`src/rtl/prog_clk_divider.sv`:
```
// prog_clk_divider: runtime-programmable divided clock and period tick.
// Produces clk_out with any integer period N >= 2 (high floor(N/2), low
// ceil(N/2)) and a one-cycle tick on the first cycle of every period.
// A new divisor is staged by div_load and takes effect only at a period
// boundary, so the output never glitches. Dropping en finishes the
// current period before going idle.
// Optional feature macro: CLK_DIV_SYNC_EN adds sync_in, which forces an
// early period boundary to realign phase to an external event.
module prog_clk_divider #(
    parameter int unsigned          CNT_W       = 32,
    parameter logic [CNT_W-1:0]     DIV_DEFAULT = CNT_W'(10000)
) (
    input  logic             clk_in,
    input  logic             rst,
    input  logic             en,
    input  logic [CNT_W-1:0] div_in,
    input  logic             div_load,
`ifdef CLK_DIV_SYNC_EN
    input  logic             sync_in,
`endif
    output logic             clk_out,
    output logic             tick,
    output logic [CNT_W-1:0] div_active,
    output logic             div_err
);

    localparam logic [CNT_W-1:0] DIV_MIN = CNT_W'(2);
    localparam logic [CNT_W-1:0] ONE     = CNT_W'(1);

    // Reject a default divisor that cannot form a period
    if (DIV_DEFAULT < DIV_MIN) begin : g_bad_default
        $error("prog_clk_divider: DIV_DEFAULT must be >= 2");
    end

    typedef enum logic [1:0] {
        ST_IDLE = 2'd0,
        ST_RUN  = 2'd1,
        ST_STOP = 2'd2
    } state_t;

    state_t           state, state_n;
    logic [CNT_W-1:0] count, count_n;
    logic [CNT_W-1:0] div_q, div_n;
    logic [CNT_W-1:0] pend_q, pend_q_n;
    logic             pend_v, pend_v_n;
    logic             clk_n, tick_n, err_n;
    logic             load_ok;
    logic             wrap_hit;
    logic             apply;
    logic             sync_hit;

`ifdef CLK_DIV_SYNC_EN
    assign sync_hit = sync_in;
`else
    assign sync_hit = 1'b0;
`endif

    assign div_active = div_q;

    // State, counter, divisor and registered outputs
    always_ff @(posedge clk_in or posedge rst) begin
        if (rst) begin
            state   <= ST_IDLE;
            count   <= '0;
            div_q   <= DIV_DEFAULT;
            pend_q  <= '0;
            pend_v  <= 1'b0;
            clk_out <= 1'b0;
            tick    <= 1'b0;
            div_err <= 1'b0;
        end else begin
            state   <= state_n;
            count   <= count_n;
            div_q   <= div_n;
            pend_q  <= pend_q_n;
            pend_v  <= pend_v_n;
            clk_out <= clk_n;
            tick    <= tick_n;
            div_err <= err_n;
        end
    end

    // Next state, divisor staging/application and next output values
    always_comb begin
        state_n  = state;
        count_n  = count;
        div_n    = div_q;
        pend_q_n = pend_q;
        pend_v_n = pend_v;
        clk_n    = 1'b0;
        tick_n   = 1'b0;
        apply    = 1'b0;

        load_ok  = div_load && (div_in >= DIV_MIN);
        err_n    = div_load && (div_in < DIV_MIN);
        // Sync acts as an early wrap; count < div_q always, so no overflow
        wrap_hit = (count == (div_q - ONE)) || sync_hit;

        if (load_ok) begin
            pend_q_n = div_in;
            pend_v_n = 1'b1;
        end

        case (state)
            ST_IDLE: begin
                apply   = 1'b1;
                count_n = '0;
                if (en) begin
                    state_n = ST_RUN;
                end
            end
            ST_RUN, ST_STOP: begin
                if (wrap_hit) begin
                    apply   = 1'b1;
                    count_n = '0;
                    state_n = en ? ST_RUN : ST_IDLE;
                end else begin
                    count_n = count + ONE;
                    state_n = en ? ST_RUN : ST_STOP;
                end
            end
            default: begin
                state_n = ST_IDLE;
                count_n = '0;
            end
        endcase

        // At a boundary a same-cycle valid load wins over the staged value
        if (apply) begin
            if (load_ok) begin
                div_n = div_in;
            end else if (pend_v) begin
                div_n = pend_q;
            end
            pend_v_n = 1'b0;
        end

        if (state_n != ST_IDLE) begin
            clk_n  = (count_n < (div_n >> 1));
            tick_n = (count_n == '0);
        end
    end

endmodule

```
`config.mk`:
```
export PLATFORM = sky130hd
export DESIGN_NAME = prog_clk_divider
export DESIGN_NICKNAME = d
export VERILOG_FILES = /design/src/rtl/prog_clk_divider.sv
export SDC_FILE = /design/constraint.sdc
export NUM_CORES = 1
export LEC_CHECK = 0
export BUFFER_PORTS_ARGS = -buffer_cell sky130_fd_sc_hd__buf_2
export CORE_MARGIN = 3
export CORE_UTILIZATION = 55
export DETAILED_ROUTE_END_ITERATION = 10
export PLACE_DENSITY = 0.8
export SYNTH_ARGS = -nofsm -noshare
export SYNTH_HDL_FRONTEND = slang
export SYNTH_SLANG_ARGS = --single-unit
```
`constraint.sdc`:
```
create_clock -name clk_in -period 6.7 [get_ports clk_in]
set_input_delay 1.005 -clock clk_in [delete_from_list [all_inputs] [get_ports clk_in]]
set_output_delay 1.005 -clock clk_in [all_outputs]
set_load 0.02 [all_outputs]
```
After elaboration in Yosys (flattened, before gate mapping) --
Cells that the tools add are included.
Cells by class: $add $sub $neg 2, $lt $le $gt $ge 3, multiplexer cells 16, reduce and logical (&&, ||, !) cells 9, equality and inequality tests 3
Operators with widths (count):
- two-way mux 32 bit | 5
- adder 32 x 1 -> 32 bit (second input constant) | 1
- equality test 32 bit | 1
- greater-or-equal comparator 32 x 2 -> 1 bit (second input constant) | 1
- zero test 32 bit | 1
- less-than comparator 32 x 2 -> 1 bit (second input constant) | 1
- less-than comparator 32 x 31 -> 1 bit | 1
- subtractor 32 x 1 -> 32 bit (second input constant) | 1
- two-way mux 1 bit | 6
- two-way mux 2 bit | 3
- nonzero test 2 bit | 3
- one-hot mux 2 bit (2 select lines) | 1
- equality test 2 x 1 -> 1 bit (second input constant) | 1
- equality test 2 bit (second input constant) | 1
- logical AND 1 bit | 2
- zero test 2 bit | 1
- one-hot mux 1 bit (2 select lines) | 1
- AND reduction 2 bit | 1
- OR reduction 2 bit | 1
Word-level totals: register bits 102, word-level logic and storage cells 42, output and inout port bits 35, bits of input ports 36

Depth between registers and ports, before layout --
Gate-level depths: netlist (run 1).
word-level depth 7, mapped depth 25, gate-level depth less buffers 23

Worst setup path after synthesis (run 1) --
Ideal clock, no wire load.
path kind reg-to-reg, start register div_q[1], in the netlist div_active[1], end register clk_out, arrival time 5.656 ns, path buffers 2, slack 0.979 ns, required time 6.635 ns, setup time 0.065 ns, period minus slack after synthesis 5.721 ns, stages on the path, launching flop included 25, cell sequence dfrtp_1 inv_1 ha_1 or4b_2 or4_1 buf_2 o31a_1 a311o_1 nor4_2 nand4_1 o31a_1 nor3_4 buf_2 o21ai_1 ha_1 a21o_1 a21o_1 a21o_1 a21o_1 a21oi_1 nor2_1 a2111oi_0 o211ai_1 a211oi_1 o211a_1
Between the ends: cells in the longest elaborated chain, start to end 7, elaborated cells between the ends (all ways) 14, classes of those cells add/sub (1); order compare (1); eq/ne (1); mux (10); reduce/logical (1)
Ends and longest elaborated chain:
- start, declared | line 43 | logic [CNT_W-1:0] div_q, div_n;
- start signal, assigned | line 74 | div_q <= div_n;
- subtractor 32 x 1 -> 32 bit | line 97 | wrap_hit = (count == (div_q - ONE)) || sync_hit;
- equality test 32 bit | line 97
- two-way mux 1 bit | line 113 | if (wrap_hit) begin
- one-hot mux 1 bit (2 select lines) | line 104 | case (state)
- two-way mux 32 bit | line 129 | if (apply) begin
- less-than comparator 32 x 31 -> 1 bit | line 139 | clk_n = (count_n < (div_n >> 1));
- two-way mux 1 bit * | line 138 | if (state_n != ST_IDLE) begin
- named net clk_n | line 46 | logic clk_n, tick_n, err_n;
- end signal, assigned | line 77 | clk_out <= clk_n;
- end, declared | line 21 | output logic clk_out,
The timed path passes the listed nets; every way through them passes the cells marked *. The select of a mux whose other input is x is not followed. A chain may end at the register's enable or synchronous reset.

Worst setup path in the final report (run 1) --
start register div_q[0], in the netlist div_active[0], end register clk_out
Between the ends: cells in the longest elaborated chain, start to end 7, elaborated cells between the ends (all ways) 12, classes of those cells add/sub (1); order compare (1); eq/ne (1); mux (8); reduce/logical (1)
Ends and longest elaborated chain (line):
- subtractor 32 x 1 -> 32 bit * | 97
- equality test 32 bit * | 97
- two-way mux 1 bit | 113
- one-hot mux 1 bit (2 select lines) | 104
- two-way mux 32 bit | 129
- less-than comparator 32 x 31 -> 1 bit | 139
- two-way mux 1 bit * | 138
- named net clk_n | 46
The timed path passes the listed nets; every way through them passes the cells marked *.

==> results of run 1 <==
-- flip-flops by register name (all words and copies together), names as in the netlist --
| signal | cells |
|---|---|
| div_active | 32 |
| state | 2 |
| div_err | 1 |
| count | 32 |
| clk_out | 1 |
| pend_q | 32 |
| tick | 1 |
| pend_v | 1 |
-- power by group --
group | total (µW) | internal (µW) | switching, µW | leakage (µW)
logic | 1320 | 518 | 798 | 0.00193
clock network | 518 | 269 | 249 | 0.000146
registers | 1030 | 762 | 265 | 0.00126
total | 2860 | 1550 | 1310 | 0.00334
-- area by class of cell --
cell class,instances,area (µm²)
repair buffers,81,432.9
clock inverters,6,53.80
multi-input cells,648,4024
fillers,1109,4542
well taps,168,210.2
flip-flops and latches,102,2559
clock buffers,10,239.0
inverters,13,51.30
-- metal layers --
layer / wire length, µm / GRT usage, % / vias up
met5: 0 / 0 / -
met4: 692 / 12.60 / 0
met3: 1481 / 3.700 / 48
met2: 8625 / 41.57 / 256
met1: 7906 / 37.80 / 2976
li1: - / - / 2994
-- through the flow --
stage / power, µW / utilization (%) / worst slack, ns
6_report: 2861 / 62.50 / 0.7497
3_5_place_dp: 2331 / 60.08 / 0.7568
2_1_floorplan: 1926 / - / 0.9792
5_1_grt: 3048 / 62.50 / 0.1688
4_1_cts: 2857 / 62.50 / 0.7622
3_3_place_gp: 2311 / 60.08 / 0.8588
-- tightest hold or removal path, cell delays in order, from the launching register on --
cell and delay (ns):
dfrtp_1 0.35, nand2_1 0.05, nand2_1 0.05
-- logic make-up after synthesis --
group | Yosys count
and+or+nand+nor | 361
AOI/OAI and AO/OA | 173
DFF | 102
xor gates and xnor gates | 78
buffers and inverters | 72
adders and majority gates | 34
muxes | 2
-- Yosys cell counts, types with 3 or more instances --
master    instances  area [µm²]
and4_1            5       43.79
nand2b_1          7       43.79
dfstp_2           5       131.4
inv_1            13       48.80
clkbuf_1         48       180.2
ha_1             34       425.4
nor4b_1           3       26.28
nor4_1           24       150.1
a211oi_1          7       52.55
and2_1            5       31.28
nand4_1          17       106.4
nor2_1           55       206.5
o31a_1            3       26.28
nor2b_1           7       43.79
a21o_1           10       75.07
o21ai_1          21       105.1
xor2_1           26       227.7
buf_2             8       40.04
nand2_1         149       559.3
o21a_1           32       240.2
a31oi_1           9       56.30
nand3_1          22       110.1
nor3_1           27       135.1
a211o_1           5       43.79
or4_1             7       52.55
o21ai_0          21       105.1
a21oi_1          16       80.08
or3_1             9       56.30
dfrtp_1          97        2427
xnor2_1          52       455.4
o22ai_1          33       206.5
and3_1           10       62.56
-- worst max path at each step --
stage / endpoint / slack [ns] / depth (start not counted)
after floorplan: clk_out / 0.98 / 24
after global placement: clk_out / 0.86 / 22
after detailed placement: clk_out / 0.76 / 22
after CTS: clk_out / 0.76 / 22
after global routing: clk_out / 0.17 / 22
final: clk_out / 0.75 / 22
==> results.sh, run 1 <==
export IMPL_hold_class="reg2reg"
export IMPL_synth_compound_area_share_pct=16.46
export IMPL_rsz0062_at_grt="no"
export IMPL_synth_distinct_cells=61
export IMPL_power_density_nw_per_um2=378.0
export IMPL_post_cts_buffers=0
export IMPL_place_gp_congestion=0.9097
export IMPL_path_cells="inv_1 > ha_1 > or4b_2 > or4_1 > o31a_1 > a311o_1 > nor4_2 > nand4_1 > o31a_1 > nor3_4 > buf_4 > o21ai_1 > ha_1 > a21o_1 > a21o_1 > a21o_1 > a21oi_1 > nor2_1 > a2111oi_0 > o211ai_1 > a211oi_1 > o211a_1"
export IMPL_route_vias_total=6274
export IMPL_layout_nets=925
export IMPL_finalSetupTns_ns=0
export IMPL_cp_buffers_inverters=2
export IMPL_cts_sinks=102
export IMPL_yosys_warnings=0
export IMPL_cts_root_buf="clkbuf_16"
export IMPL_worstSetupPathType="reg2reg"
export IMPL_required_ns=7.00
export IMPL_startpoint_type="flop"
export IMPL_crit_top_cell="a21o_1"
export IMPL_crit_path_start="div_active[0]"
export IMPL_worstPathMaxFanout=28
export IMPL_ys_seq_elements=102
export IMPL_die_h_um=117.7
export IMPL_detail_route_wl_per_cell_um=18.20
export IMPL_num_rows=40
export IMPL_final_common_cell="nand2_1"
export IMPL_wirelength_mm=18.71
export IMPL_dpl_hpwl_mm=14.33
export IMPL_ys_flop_type="dfrtp_1"
export IMPL_ctsResizeCount=0
export IMPL_fmax_mhz=168.1
export IMPL_final_cell_mix="149 x nand2_1, 97 x dfrtp_1, 70 x buf_2"
export IMPL_worstMarginPinSlew_ns=0.8406
export IMPL_whs_ns=0.4790
export IMPL_grt_overflow_total=0
export IMPL_leakage_uw=0.003339
export IMPL_ctsHoldBuffers=0
export IMPL_final_cells=1028
export IMPL_reg2reg_to="clk_out"
export IMPL_coreArea_um2=12110
export IMPL_htree_levels=3
export IMPL_place_area_um2=7277
export IMPL_dieArea_um2=13840
export IMPL_drv_slew=0
export IMPL_yosysSeqAreaShare_pct=37.32
export IMPL_die_w_um=117.7
export IMPL_cts_tree="done"
export IMPL_post_route_min_period_ns=5.950
export IMPL_synth_area_um2=6857
export IMPL_worst_path_dominant_cell_family="compound AO/OA/AOI/OAI gates"
export IMPL_crit_path_max_incr_delay_ns=0.58
export IMPL_clk_path_buf_depth=2
export IMPL_finalCritPeriodShare_pct=88.81
export IMPL_ant_nets=0
export IMPL_antenna_cells=0
export IMPL_min_delay_path_depth=2
export IMPL_r2r_slack_ns=0.75
export IMPL_syn_area_per_cell_um2=8.341
export IMPL_cpMaxStageDelayCell="or4b_2"
export IMPL_final_hold_violation_count=0
export IMPL_dr_first_iter_drc_count=570
export IMPL_drc=0
export IMPL_cts_inserted_buffers=9
export IMPL_grt_max_degree=68
export IMPL_viasPerCell=6.103
export IMPL_max_vdd_ir_drop_v=0.0002227
export IMPL_maxCapViolCount=0
export IMPL_syn2layout_area_growth_pct=10.40
export IMPL_synth_simple_gate_area_share_pct=25.57
export IMPL_drive_gt1_share_pct=13.26
export IMPL_grt_pass1_wl_mm=30.17
export IMPL_grt_pass1_vias=5882
export IMPL_hp_start="pend_q[11]"
export IMPL_synth_fa_ha_area_share_pct=6.204
export IMPL_end_kind="flop"
export IMPL_setup_violations_final=0
export IMPL_worstRegToRegCells=22
export IMPL_grt_antenna_before_repair=0
export IMPL_synth_cells=822
export IMPL_clk_latency_ns=0.36
export IMPL_start_util_pct=56.61
export IMPL_final_setup_skew_ns=0.009125
export IMPL_port_buffers=70
export IMPL_synthMuxAreaShare_pct=0.2920
export IMPL_drt_first_pass_iters=5
export IMPL_synth_net_count=892
export IMPL_track_usage_pct=26.98
export IMPL_clkTransAtPathRegs_ns=0.08
export IMPL_io_pins=71
export IMPL_r2r_start="div_active[0]"
export IMPL_synth_top_family_by_area="simple AND/OR/NAND/NOR gates"
export IMPL_slew_limit_headroom_pct=43.96
export IMPL_synth_enable_flop_cells=0
export IMPL_async_reset_ff_share_pct=100.0
export IMPL_cp_arrival_ns=6.25
export IMPL_synthXorXnorAreaFrac_pct=9.964
export IMPL_status="finished clean"
export IMPL_placed_cells=1012
export IMPL_stdcell_area_um2=7570
export IMPL_min_to="pend_q[11]"
No activity file was read; power rests on OpenSTA's default activity.
==> run 2: changes to the inputs <==
Settings changed: SKIP_LAST_GASP set to 1.
Clock period 6.7 ns to 6.5 ns, I/O delays scaled along.
==> run 2 against run 1 <==
Sequential power barely moved. Global-route usage is 0.11 points higher. Combinational power increased by 4%. Largest cell class unchanged. Utilization increased by 0.083 points. Register-to-register slack worse by 0.29 ns.
==> results.sh, run 2 (synthesis gave the netlist of run 1 again) <==
export IMPL_status="finished clean"
export IMPL_rsz0062_at_grt="no"
export IMPL_crit_top_cell="a21o_1"
export IMPL_crit_path_max_incr_delay_ns=0.58
export IMPL_viasPerCell=6.104
export IMPL_grt_max_degree=66
export IMPL_wl_met3_mm=1.400
export IMPL_path_cells="inv_1 > ha_1 > or4b_2 > or4_1 > o31a_1 > a311o_1 > nor4_2 > nand4_1 > o31a_1 > nor3_4 > buf_4 > o21ai_1 > ha_1 > a21o_1 > a21o_1 > a21o_1 > a21oi_1 > nor2_1 > a2111oi_1 > o211ai_1 > a211oi_1 > o211a_1"
export IMPL_drv_slew=0
export IMPL_grt_pass1_wl_mm=30.33
export IMPL_num_rows=40
export IMPL_cts_tree="done"
export IMPL_place_gp_congestion=0.9723
export IMPL_cts_sinks=102
export IMPL_whs_ns=0.4786
export IMPL_wl_met2_mm=8.394
export IMPL_htree_levels=3
export IMPL_setup_ws_ns=0.4550
export IMPL_place_area_um2=7277
export IMPL_post_route_min_period_ns=6.045
export IMPL_final_cell_mix="149 x nand2_1, 97 x dfrtp_1, 70 x buf_2"
export IMPL_dr_first_iter_drc_count=469
export IMPL_start_util_pct=56.61
export IMPL_die_w_um=117.7
export IMPL_cts_root_buf="clkbuf_16"
export IMPL_dp_slack_ns=0.4321
export IMPL_leakage_uw=0.003336
export IMPL_cp_buffers_inverters=2
export IMPL_wl_met1_mm=8.102
export IMPL_detail_route_wl_per_cell_um=18.02
export IMPL_dpl_hpwl_mm=14.05
export IMPL_fmax_mhz=165.4
export IMPL_finalSetupTns_ns=0
export IMPL_worstPathMaxFanout=28
export IMPL_final_hold_violation_count=0
export IMPL_grt_overflow_total=0
export IMPL_cpMaxStageDelayCell="or4b_2"
export IMPL_drive_gt1_share_pct=13.02
export IMPL_dieArea_um2=13840
export IMPL_hold_class="reg2reg"
export IMPL_end_kind="flop"
export IMPL_coreArea_um2=12110
export IMPL_ctsHoldBuffers=0
export IMPL_startpoint_type="flop"
export IMPL_fillers=1085
export IMPL_wirelength_mm=18.52
export IMPL_worst_path_dominant_cell_family="compound AO/OA/AOI/OAI gates"
export IMPL_max_vdd_ir_drop_v=0.0002000
export IMPL_required_ns=6.80
export IMPL_clk_latency_ns=0.36
export IMPL_slew_limit_headroom_pct=43.37
export IMPL_worstMarginPinSlew_ns=0.8495
export IMPL_die_h_um=117.7
export IMPL_finalCritPeriodShare_pct=93.00
export IMPL_maxCapViolCount=0
export IMPL_grt_antenna_before_repair=0
export IMPL_cts_inserted_buffers=9
export IMPL_route_vias_total=6275
export IMPL_drc=0
export IMPL_syn2layout_area_growth_pct=10.55
export IMPL_track_usage_pct=27.09
export IMPL_drt_first_pass_iters=5
export IMPL_layout_nets=925
export IMPL_final_setup_skew_ns=0.004989
export IMPL_clkTransAtPathRegs_ns=0.07
export IMPL_highest_layer="met4"
export IMPL_setup_violations_final=0
export IMPL_grt_pass1_vias=5863
export IMPL_clk_path_buf_depth=2
export IMPL_io_pins=71
export IMPL_power_density_nw_per_um2=393.9
export IMPL_port_buffers=70
export IMPL_worstSetupPathType="reg2reg"
export IMPL_cp_arrival_ns=6.34
export IMPL_antenna_cells=0
export IMPL_ant_nets=0
export IMPL_final_common_cell="nand2_1"
export IMPL_stdcell_area_um2=7580
==> run 2: changes by cell type in the layout (fill, tap and decap cells not counted) <==
cell / delta
inv_8: -2
clkbuf_1: +2
a2111oi_1: +1
a2111oi_0: -1
clkinv_2: -1
clkinvlp_4: +1
bufinv_16: +1
inv_6: +1
clkinv_4: -2
==> run 2: cell type report <==
| cell class | count | area, µm² | share of cell area (%) |
|---|---|---|---|
| timing repair buffer | 81 | 432.9 | 5.711 |
| multi-input combinational | 648 | 4025 | 53.10 |
| inverter | 13 | 51.30 | 0.6768 |
| clock buffer | 12 | 246.5 | 3.252 |
| sequential | 102 | 2559 | 33.76 |
| clock inverter | 4 | 55.05 | 0.7263 |
| tap | 168 | 210.2 | 2.773 |
==> run 2: path summary, 6_finish.rpt <==
kind | end | slack (ns) | startpoint | depth (start not counted)
worst min-delay path | pend_q[3] | 0.48 | pend_q[3] | 2
min in group asynchronous | pend_q[8] | 0.64 | rst | 2
worst max register to register | clk_out | 0.46 | div_active[1] | 22
max in group asynchronous | count[10] | 4.65 | rst | 3
worst min register to register | pend_q[3] | 0.48 | pend_q[3] | 2
worst max-delay path | clk_out | 0.46 | div_active[1] | 22
==> run 2: metrics by stage <==
| step | total power, µW | utilization [%] | cells |
|---|---|---|---|
| detailed placement | 2412 | 60.08 | 1012 |
| CTS | 2977 | 62.57 | 1028 |
| global placement | 2388 | 60.08 | 1012 |
| global route | 3184 | 62.58 | 1028 |
| floorplan | 1985 | - | 822 |
| finish | 2986 | 62.58 | 1028 |
==> run 2: where the power goes <==
part / switching, µW / internal [µW]
logic: 827 / 541
registers: 270 / 786
clock network: 250 / 312
total: 1350 / 1640
==> run 2: tightest hold or removal path: stages, from the launching register on <==
cell,delay (ns)
dfrtp_1,0.34
nand2_1,0.05
nand2_1,0.05
==> run 2: repair_timing <==
action,CTS,global route
endpoints found under the setup margin,0,1
setup buffers,0,0
resized for setup,0,1
==> run 2: metal layers <==
metal  global-route usage, %  vias to the layer above
met1                   38.10                     2988
met2                   41.50                      259
met5                       0                        -
met3                   4.517                       38
li1                        -                     2990
met4                   11.65                        0
